==> config.mk <==
export PLATFORM = sky130hd
export DESIGN_NAME = pc_unit_ras
export DESIGN_NICKNAME = d
export VERILOG_FILES = /design/src/rtl/pc_unit_ras_pkg.sv /design/src/rtl/pc_unit_ras_stack.sv /design/src/rtl/pc_unit_ras.sv
export SDC_FILE = /design/constraint.sdc
export NUM_CORES = 1
export LEC_CHECK = 0
export CAP_MARGIN = 30
export CORE_ASPECT_RATIO = 0.7
export CORE_MARGIN = 4
export CORE_UTILIZATION = 42
export DETAILED_ROUTE_END_ITERATION = 10
export MAX_ROUTING_LAYER = met4
export PLACE_DENSITY = 0.72
export SLEW_MARGIN = 30
export SYNTH_ARGS = -nofsm -noshare
export SYNTH_HDL_FRONTEND = slang
export SYNTH_SLANG_ARGS = --single-unit
export TNS_END_PERCENT = 100
==> constraint.sdc <==
create_clock -name clk -period 8.25 [get_ports clk]
set_clock_uncertainty 0.05 [all_clocks]
set_input_delay 2.0625 -clock clk [delete_from_list [all_inputs] [get_ports clk]]
set_output_delay 2.0625 -clock clk [all_outputs]
set_load 0.02 [all_outputs]
==> src/rtl/pc_unit_ras_pkg.sv <==
// Shared types and constants for the program counter with return-address stack.
// Holds the next-PC select encoding, default reset/trap vectors and a width helper.
// Purely declarative; no logic lives here.
package pc_pkg;

    typedef enum logic [2:0] {
        SEL_TRAP,
        SEL_HOLD,
        SEL_JUMP,
        SEL_RET,
        SEL_BRANCH,
        SEL_SEQ
    } pc_sel_e;

    localparam logic [31:0] DEF_RESET_VECTOR = 32'h0000_0000;
    localparam logic [31:0] DEF_TRAP_VECTOR  = 32'h0000_0100;

    // Smallest r with 2**r >= value; used to size counters and pointers.
    function automatic int clog2(input int value);
        int r;
        r = 0;
        while ((1 << r) < value) begin
            r = r + 1;
        end
        return r;
    endfunction

endpackage

==> src/rtl/pc_unit_ras_stack.sv <==
// Circular return-address stack: push writes at the pointer, top is the entry below it.
// Push when full overwrites the oldest entry and pulses overflow; pop when empty pulses underflow.
// Push wins over pop if both are requested; pulses are registered and last one cycle.
module ras_stack
    import pc_pkg::*;
#(
    parameter int N         = 32,
    parameter int RAS_DEPTH = 4
) (
    input  logic                              clk,
    input  logic                              rst,
    input  logic                              push,
    input  logic                              pop,
    input  logic [N-1:0]                      push_data,
    output logic [N-1:0]                      top,
    output logic [clog2(RAS_DEPTH+1)-1:0]     count,
    output logic                              full,
    output logic                              empty,
    output logic                              overflow,
    output logic                              underflow
);

    localparam int CW = clog2(RAS_DEPTH + 1);
    localparam int PW = clog2(RAS_DEPTH);

    logic [N-1:0]  mem [RAS_DEPTH];
    logic [PW-1:0] ptr;

    // The pointer always names the next free slot, so the top sits one below it
    // (modulo depth, since the depth is a power of two).
    assign top   = mem[ptr - PW'(1)];
    assign empty = (count == '0);
    assign full  = (count == CW'(RAS_DEPTH));

    // Entry storage; contents are don't-care after reset so no reset is applied.
    always_ff @(posedge clk) begin
        if (push) begin
            mem[ptr] <= push_data;
        end
    end

    // Pointer, occupancy and one-cycle error pulses.
    always_ff @(posedge clk or posedge rst) begin
        if (rst) begin
            ptr       <= '0;
            count     <= '0;
            overflow  <= 1'b0;
            underflow <= 1'b0;
        end else begin
            overflow  <= 1'b0;
            underflow <= 1'b0;
            if (push) begin
                ptr <= ptr + PW'(1);
                if (full) begin
                    overflow <= 1'b1;
                end else begin
                    count <= count + CW'(1);
                end
            end else if (pop) begin
                if (empty) begin
                    underflow <= 1'b1;
                end else begin
                    ptr   <= ptr - PW'(1);
                    count <= count - CW'(1);
                end
            end
        end
    end

endmodule

==> src/rtl/pc_unit_ras.sv <==
// Program counter with trap redirect, stall, jump/call, return and PC-relative branch.
// pc_out and epc are registered: control inputs sampled on an edge take effect one cycle later.
// Stall freezes PC and stack; only trap overrides it.
module pc_unit_ras
    import pc_pkg::*;
#(
    parameter int           N            = 32,
    parameter int           RAS_DEPTH    = 4,
    parameter int           INC          = 1,
    parameter logic [N-1:0] RESET_VECTOR = N'(DEF_RESET_VECTOR),
    parameter logic [N-1:0] TRAP_VECTOR  = N'(DEF_TRAP_VECTOR)
) (
    input  logic                          clk,
    input  logic                          rst,
    input  logic                          stall,
    input  logic                          trap,
    input  logic                          jump,
    input  logic                          call,
    input  logic                          ret,
    input  logic                          pc_src,
    input  logic [N-1:0]                  jump_address,
    input  logic [N-1:0]                  branch_offset,
    output logic [N-1:0]                  pc_out,
    output logic [N-1:0]                  epc,
    output logic [clog2(RAS_DEPTH+1)-1:0] ras_count,
    output logic                          ras_empty,
    output logic                          ras_full,
    output logic                          ras_overflow,
    output logic                          ras_underflow
);

    pc_sel_e      sel;
    logic [N-1:0] pc_inc;
    logic [N-1:0] next_pc;
    logic [N-1:0] ras_top;
    logic         push;
    logic         pop;

    assign pc_inc = pc_out + N'(INC);

    // Priority decode: trap > stall > jump > ret > branch > sequential.
    always_comb begin
        sel = SEL_SEQ;
        if (trap) begin
            sel = SEL_TRAP;
        end else if (stall) begin
            sel = SEL_HOLD;
        end else if (jump) begin
            sel = SEL_JUMP;
        end else if (ret) begin
            sel = SEL_RET;
        end else if (pc_src) begin
            sel = SEL_BRANCH;
        end
    end

    // A call only counts when it rides on a jump; ret under a jump is dropped.
    assign push = (sel == SEL_JUMP) && call;
    assign pop  = (sel == SEL_RET);

    // Next-PC mux; a return with nothing on the stack just falls through.
    always_comb begin
        next_pc = pc_inc;
        case (sel)
            SEL_TRAP:   next_pc = TRAP_VECTOR;
            SEL_HOLD:   next_pc = pc_out;
            SEL_JUMP:   next_pc = jump_address;
            SEL_RET:    next_pc = ras_empty ? pc_inc : ras_top;
            SEL_BRANCH: next_pc = pc_out + branch_offset;
            default:    next_pc = pc_inc;
        endcase
    end

    // PC and exception-PC registers.
    always_ff @(posedge clk or posedge rst) begin
        if (rst) begin
            pc_out <= RESET_VECTOR;
            epc    <= '0;
        end else begin
            pc_out <= next_pc;
            if (sel == SEL_TRAP) begin
                epc <= pc_out;
            end
        end
    end

    ras_stack #(
        .N         (N),
        .RAS_DEPTH (RAS_DEPTH)
    ) u_ras (
        .clk       (clk),
        .rst       (rst),
        .push      (push),
        .pop       (pop),
        .push_data (pc_inc),
        .top       (ras_top),
        .count     (ras_count),
        .full      (ras_full),
        .empty     (ras_empty),
        .overflow  (ras_overflow),
        .underflow (ras_underflow)
    );

endmodule
-- After elaboration in Yosys (flattened, before gate mapping)
Memory sizes are Yosys's and may differ from the RTL's.
Cells that the tools add are included.
- equal/unequal tests: 7
- reduce and logical (&&, ||, !) cells: 6
- multipliers: 0
- order comparisons: 0
- bitwise gates (word level): 0
- shift operators: 0
- multiplexer cells: 21
- $add $sub $neg: 6
- divide/modulo/power cells: 0
- operators with widths (kind ; count):
    32-bit one-hot mux with 5 select lines ; 1
    32-bit by 1-bit adder with 32-bit output, second input constant ; 1
    32-bit adder ; 1
    32-bit 2-to-1 mux ; 1
    3-bit 2-to-1 mux ; 8
    1-bit 2-to-1 mux ; 8
    3-bit by 2-bit == test with 1-bit output, second input constant ; 2
    3-bit == test, second input constant ; 2
    3-bit zero test ; 2
    2-bit 2-to-1 mux ; 3
    3-bit by 1-bit adder with 3-bit output, second input constant ; 1
    3-bit by 1-bit == test with 1-bit output, second input constant ; 1
    3-bit AND reduction ; 1
    3-bit by 1-bit subtractor with 3-bit output, second input constant ; 1
    2-bit by 1-bit adder with 2-bit output, second input constant ; 1
    2-bit by 1-bit inequality test with 1-bit output, second input constant ; 1
    2-bit inequality test, second input constant ; 1
    2-bit AND reduction ; 1
    2-bit nonzero test ; 1
    2-bit by 1-bit subtractor with 2-bit output, second input constant ; 1
    1-bit logical AND ; 1
- latch bits: 0
- output and inout port bits: 71
- bits in registers: 71
- memories kept: 1
- memory bits (writable): 128
- logic and storage cells: 47
- input bits: 72
- ROM bits: 0
- memories (name ; words ; width ; read ports ; clocked after Yosys merged registers in ; wr ports ; line ; text):
    u_ras.mem ; 4 ; 32 ; 1 ; 0 ; 1 ; pc_unit_ras_stack.sv:26 ; logic [N-1:0] mem [RAS_DEPTH];

-- Longest topological paths before layout
Gate-level depths: netlist (run 1).
- word-level depth: 9
- mapped depth: 12
- depth with buffers taken out: 10

-- Hierarchy
Synthesis (run 1) repeated with hierarchy kept, for this count alone.
- cell total of the unflattened synthesis: 852
- area, all modules: 10612.7 um^2
- by module, submodules not included (module ; area each (um^2) ; sequential area each (um^2) ; cells an instance ; instances):
    pc_unit_ras ; 5484.0 ; 1601.5 ; 636 ; 1
    ras_stack ; 5128.7 ; 4018.9 ; 216 ; 1

-- Worst setup path after synthesis (run 1)
OpenSTA, ideal clock, no wires.
- path type: input port to flip-flop
- start: input trap
- end: memory u_ras.mem[0][0] (enable)
- stages: 7
- arrival: 4.145 ns
- path buffers: 4
- required time: 7.808 ns
- library setup time: 0.392 ns
- path slack: 3.663 ns
- path through: buf_2 -> nor2_1 -> and2_1 -> clkbuf_1 -> buf_2 -> clkbuf_1 -> and3_1
- longest elaborated chain between the ends: 5
- RTL lines (item ; line ; text):
    start: declaration ; pc_unit_ras.sv:16 ; input logic trap,
    3-bit 2-to-1 mux ; pc_unit_ras.sv:44 ; if (trap) begin
    3-bit by 2-bit == test with 1-bit output ; pc_unit_ras.sv:58 ; assign push = (sel == SEL_JUMP) && call;
    1-bit logical AND ; pc_unit_ras.sv:58 ;
    1-bit 2-to-1 mux ; pc_unit_ras_stack.sv:37 ; if (push) begin
    1-bit 2-to-1 mux (implied by the code) ; pc_unit_ras_stack.sv:38 ; mem[ptr] <= push_data;
    end: declaration ; pc_unit_ras_stack.sv:26 ;
Every way passes these cells.

-- Worst setup path after layout (run 1)
- start: input jump
- end: register pc_out[17]
- longest elaborated chain between the ends: 5
- elaborated cells on any way between the ends: 9
- those cells by class: eq/ne (4); mux (4); reduce/logical (1)
- RTL lines (item ; line ; text):
    start: declaration ; pc_unit_ras.sv:17 ; input logic jump,
    3-bit 2-to-1 mux (*) ; pc_unit_ras.sv:48 ; end else if (jump) begin
    3-bit 2-to-1 mux (*) ; pc_unit_ras.sv:46 ; end else if (stall) begin
    3-bit 2-to-1 mux (*) ; pc_unit_ras.sv:44 ;
    3-bit == test, or another cell as far along ; pc_unit_ras.sv:64 ; case (sel)
    32-bit one-hot mux with 5 select lines ; pc_unit_ras.sv:64 ;
    end signal: assignment ; pc_unit_ras.sv:80 ; pc_out <= next_pc;
    end: declaration ; pc_unit_ras.sv:23 ; output logic [N-1:0] pc_out,
Mark *: on every way between the ends. The rest lies on a longest branch, timed or not.
A chain may end at the register's enable or synchronous reset.

==> metrics.cfg, run 1 <==
[status]
status = completed

[floorplan]
start_util_pct = 43.43
die_h_um = 139.9
die_area_sq_um = 27500
boundaryPins = 143
core_area_sq_um = 24050
die_w_um = 196.5
rows = 47

[global_route]
grtUsageMet3_pct = 5.641
track_usage_pct = 22.58
grt_use_met2_pct = 31.12
grt-ovfl-total = 0
busiest_layer = met1
grt_max_degree = 44
grt_pass1_vias = 7641
grt_first_pass_wirelength_um = 46280
met1_usage_pct = 34.59
antenna_found_initial = 0

[yosys]
synth_edf_count = 128
ys_types = 79
synth_compound_area_share_pct = 14.31
synthSimpleGateAreaFrac_pct = 9.212
synth_top_family_by_area = compound AO/OA/AOI/OAI gates
synth_area_leader_cell = edfxtp_1
synth_mux_area_share_pct = 10.49
synth_area_sq_um = 10450
ys_seq_area_share_pct = 53.81
synth_cells = 820
async_reset_ff_share_pct = 35.68
post_synth.cell_area_avg_sq_um = 12.74
netlist.area_leader.share_pct = 36.80
synth_seq_cells = 199
synthXorXnorAreaFrac_pct = 5.031
synthAdderAreaFrac_pct = 4.696
syn_nets = 930
synthFlopType = edfxtp_1
synth-warning-count = 0
synth.area.top_cells = edfxtp_1 (37%), dfrtp_1 (17%), mux4_2 (6.0%)

[clock_network]
htreeDepth = 4
clkSlewWorstSetupHoldPaths_ns = 0.07
ctsHoldBuffers = 0
cts_setup_buffers = 0
insertion_delay_ns = 0.44
numCtsBuffers = 17
tritoncts = built
cts.sinks = 199
cts_resized = 0
root_buffer = clkbuf_16
clk_path_buf_depth = 2

[finish]
final_cell_area_sq_um = 12770
syn2layout_area_growth_pct = 22.24
insertedDiodeCount = 0
drive_gt1_share_pct = 14.30
final_core_utilization_pct = 53.09
fin_cells = 1283
layout.nets = 1062

[timing]
worstMarginPinSlew_ns = 0.9305
layout_min_cycle_time_ns = 5.020
timing.final.crit_share_pct = 60.85
max_freq_mhz = 199.2
finalHoldViolCount = 0
rsz0062_at_grt = no
setup_viol = 0
maxSlewViolCount = 0
slew_headroom_pct = 37.97
tns_ns = 0

[routing]
ant_nets = 0
wl_per_cell_um = 23.39
totalWireLength_um = 30010
firstDrtPassIters = 5
routed_via_density = 5.969
drt_iter0_markers = 941
drc_errors = 0
vias = 7658

[placement]
dp_hpwl_um = 20120
portBuffers = 142
place.gp.congestion = 0.8518
dp_cells = 1251
postPlaceCellArea_sq_um = 12180

[worst_setup_path]
worstSetupStartpointType = primary input
critPathKind = primary input to register
cp.required_ns = 8.55
worstPathArrival_ns = 5.32
crit_path_end_kind = register
crit_fanout = 16

[power_and_ir_drop]
power.density_nw_per_um2 = 262.8
leakagePower_nw = 4.768
max-vdd-ir-drop_mv = 0.1703

[job]
drv_cap = 0

[min_path]
hold_path.class = register to register

worst max-delay path, cell delays in order:
cell and delay [ns]:
clkdlybuf4s50_1 0.50, nor4b_1 0.56, nor2b_2 0.79, buf_4 0.38, nand2_1 0.17, o21ai_0 0.30, a221o_1 0.23, o22ai_1 0.09
a211oi_1 0.23
power by group:
group	total, W	internal (W)	switching [W]	leakage [nW]
Clock	0.000834	0.000449	0.000385	0.284
Sequential	0.00130	0.00118	0.000112	2.06
Combinational	0.00123	0.000571	0.000655	2.42
Total	0.00336	0.00220	0.00115	4.77
state kept, by name, summed over array words and instances (netlist names):
signal,cells
pc_out,32
u_ras.mem,128
epc,32
u_ras.underflow,1
u_ras.count,3
u_ras.ptr,2
u_ras.overflow,1
area by class of cell:
type                    instances  area (sq um)
clock buffers                  21         471.7
clock inverters                11         112.6
fillers                      1997         11280
inverters                      21         80.08
multi-input cells             559          4578
flip-flops and latches        199          5622
well taps                     318         397.9
repair buffers                154          1506
layer usage:
metal | share of wire, % | wire, um
met1 | 48 | 14290
met4 | 0.49 | 148
met2 | 42 | 12710
met3 | 9.5 | 2862
met5 | 0 | 0
cells by family after synthesis:
group / count (synthesis)
flip-flops: 199
XOR/XNOR: 60
AO/OA/AOI/OAI: 194
AND/OR/NAND/NOR: 197
adder cells (fa/ha/maj): 38
buffers and inverters: 62
multiplexers: 70
worst paths after layout:
path | start | endpoint | slack, ns | depth (start not counted)
hold reg to reg | epc[15] | epc[15] | 0.46 | 1
setup reg to reg | u_ras.ptr[0] | pc_out[16] | 4.48 | 8
min in group asynchronous | rst | epc[21] | 1.97 | 2
hold / removal | epc[15] | epc[15] | 0.46 | 1
max in group asynchronous | rst | u_ras.ptr[0] | 5.06 | 3
setup / recovery | jump | pc_out[17] | 3.23 | 9
synthesized netlist by cell type, types with 20 or more instances:
master and n:
edfxtp_1 128, dfrtp_1 71, nor2_1 63, nand2_1 51, a21oi_1 46, xnor2_1 41
ha_1 36, mux2_2 36, mux4_2 28, clkbuf_1 21, o21ai_0 21, inv_1 20
nand3_1 20
cells in the final DEF, fill, tap and decap left out, types with 20 or more instances in the layout:
master / count
nand2_1: 51
ha_1: 35
nand3_1: 20
mux2_2: 36
xnor2_1: 41
edfxtp_1: 128
clkdlybuf4s50_1: 141
nor2_1: 63
dfrtp_1: 70
mux4_2: 28
o21ai_0: 21
a21oi_1: 46
metrics by stage:
stage	hold WS (ns)	total power (W)	setup WS, ns
2_1_floorplan	0.4683	0.002116	3.663
3_3_place_gp	0.4387	0.002519	2.885
3_5_place_dp	0.4453	0.002532	2.857
4_1_cts	0.4607	0.003365	3.251
5_1_grt	0.4760	0.003527	2.993
6_report	0.4588	0.003356	3.230
Note: power is estimated with default switching activity, not from simulation.
==> inputs of run 2 (changes only) <==
- clock period: 8.25 -> 5.2 ns (I/O delays scaled with it)
==> metrics.cfg, run 2 (same netlist as run 1, synthesis figures left out) <==
[status]
status = completed  ; unchanged

[floorplan]
die_area_sq_um = 27500  ; unchanged
rows = 47  ; unchanged
die_h_um = 139.9  ; unchanged
core_area_sq_um = 24050  ; unchanged
start_util_pct = 43.43  ; unchanged
boundaryPins = 143  ; unchanged
die_w_um = 196.5  ; unchanged

[timing]
slew_headroom_pct = 39.12  ; was 37.97%
setup_ws_ns = 1.045  ; was 3.230 ns
setup_viol = 0  ; unchanged
tns_ns = 0  ; unchanged
rsz0062_at_grt = no  ; unchanged
layout_min_cycle_time_ns = 4.155
finalHoldViolCount = 0  ; unchanged
timing.final.crit_share_pct = 79.90
maxSlewViolCount = 0  ; unchanged
worstMarginPinSlew_ns = 0.9091  ; was 0.9305 ns
max_freq_mhz = 240.7

[clock_network]
numCtsBuffers = 17  ; unchanged
cts.sinks = 199  ; unchanged
ctsHoldBuffers = 0  ; unchanged
cts_resized = 0  ; unchanged
cts_setup_buffers = 0  ; unchanged
tritoncts = built  ; unchanged
clk_path_buf_depth = 2  ; unchanged
htreeDepth = 4  ; unchanged
insertion_delay_ns = 0.45  ; was 0.44 ns
clkSlewWorstSetupHoldPaths_ns = 0.08  ; was 0.07 ns
root_buffer = clkbuf_16  ; unchanged

[worst_setup_path]
crit-reg2reg-launch = pc_out[0]  ; was u_ras.ptr[0]
rrSetupSlack_ns = 1.78  ; was 4.48 ns
crit_path_end_kind = register  ; unchanged
worstSetupStartpointType = primary input  ; unchanged
worstPathArrival_ns = 4.43  ; was 5.32 ns
critPathKind = primary input to register  ; unchanged
cp.required_ns = 5.48  ; was 8.55 ns
crit_fanout = 5  ; was 16
setup.worst_path.start = branch_offset[0]  ; was jump

[min_path]
hold_path.class = register to register  ; unchanged
hold_start = epc[15]  ; unchanged

[placement]
portBuffers = 142  ; unchanged
dp_cells = 1258  ; was 1251
dp_hpwl_um = 20680  ; was 20120 um
postPlaceCellArea_sq_um = 12240  ; was 12180 sq um
place.gp.congestion = 0.8726  ; was 0.8518
dp_slack_ns = 0.6259  ; was 2.857 ns

[global_route]
track_usage_pct = 22.51  ; was 22.58%
busiest_layer = met1  ; unchanged
antenna_found_initial = 0  ; unchanged
grtUsageMet3_pct = 4.849  ; was 5.641%
met1_usage_pct = 34.72  ; was 34.59%
grt_use_met2_pct = 30.70  ; was 31.12%
grt_pass1_vias = 7532  ; was 7641
grt_max_degree = 47  ; was 44
grt-ovfl-total = 0  ; unchanged
grt_first_pass_wirelength_um = 45810  ; was 46280 um

[finish]
final_cell_area_sq_um = 12820  ; was 12770 sq um
layout_commonest_cell = clkdlybuf4s50_1  ; unchanged
syn2layout_area_growth_pct = 22.78  ; was 22.24%
fin_cells = 1290  ; was 1283
largest_reg_flops = 128  ; unchanged
top_register = u_ras.mem  ; unchanged
drive_gt1_share_pct = 14.92  ; was 14.30%
largestRegisters = u_ras.mem (128), epc (32), pc_out (32)  ; unchanged
fillCellCount = 2022  ; was 1997
final_cell_mix = clkdlybuf4s50_1 (141), edfxtp_1 (128), dfrtp_1 (70)  ; unchanged
final_core_utilization_pct = 53.32  ; was 53.09%
layout.nets = 1069  ; was 1062
insertedDiodeCount = 0  ; unchanged

[routing]
totalWireLength_um = 30180  ; was 30010 um
vias = 7784  ; was 7658
wl_per_cell_um = 23.40  ; was 23.39 um
drc_errors = 0  ; unchanged
drt_iter0_markers = 891  ; was 941
routed_via_density = 6.034  ; was 5.969
ant_nets = 0  ; unchanged
firstDrtPassIters = 5  ; unchanged

[power_and_ir_drop]
power.density_nw_per_um2 = 418.0  ; was 262.8 nW/um^2
max-vdd-ir-drop_mv = 0.2897  ; was 0.1703 mV
leakagePower_nw = 4.801  ; was 4.768 nW

[job]
drv_cap = 0  ; unchanged

## run 2: changes by cell type in the layout (fill, tap and decap cells not counted), moves of 2 or more
cell and change:
clkbuf_1 -2, buf_4 +7, inv_8 +5, clkinvlp_4 +2, clkinv_4 -3
## run 2: worst max-delay path: stages
cell,delay (ns)
clkdlybuf4s50_1,0.40
ha_1,0.23
fa_1,0.41
a21oi_1,0.31
o221ai_2,0.23
a211oi_4,0.41
o221ai_2,0.19
o41ai_4,0.34
xnor2_1,0.19
a221oi_2,0.08
a311oi_1,0.33
## run 2: final timing paths
kind                              endpoint  cells after the start
min in group asynchronous          epc[24]                      2
worst max register to register  pc_out[26]                     10
worst min register to register     epc[15]                      1
worst max-delay path            pc_out[26]                     11
worst min-delay path               epc[15]                      1
max in group asynchronous          epc[19]                      3
## run 2: report_power, final
| group | internal [W] | leakage, nW | switching (W) |
|---|---|---|---|
| Clock | 0.000683 | 0.280 | 0.000652 |
| Combinational | 0.000915 | 2.46 | 0.00105 |
| Sequential | 0.00188 | 2.06 | 0.000179 |
| Total | 0.00348 | 4.80 | 0.00188 |
## run 2: metrics by stage
stage	power (W)	hold slack, ns
final	0.005361	0.4591
after global routing	0.005623	0.4736
after CTS	0.005368	0.4606
after detailed placement	0.004039	0.4453
after global placement	0.004006	0.4384
after floorplan	0.003358	0.4683
## run 2: cell type report
class                   count  area, sq um  area share (%)
flip-flops and latches    199         5622           43.83
multi-input cells         559         4577           35.69
repair buffers            161         1559           12.16
clock buffers              17        425.4           3.317
well taps                 318        397.9           3.102
clock inverters            15        160.2           1.249
inverters                  21        83.83          0.6537
## run 2: metal layers
layer	share of wire (%)	vias up
li1	-	3455
met1	47	3861
met2	42	442
met3	9.4	26
met4	0.95	0
met5	0	-
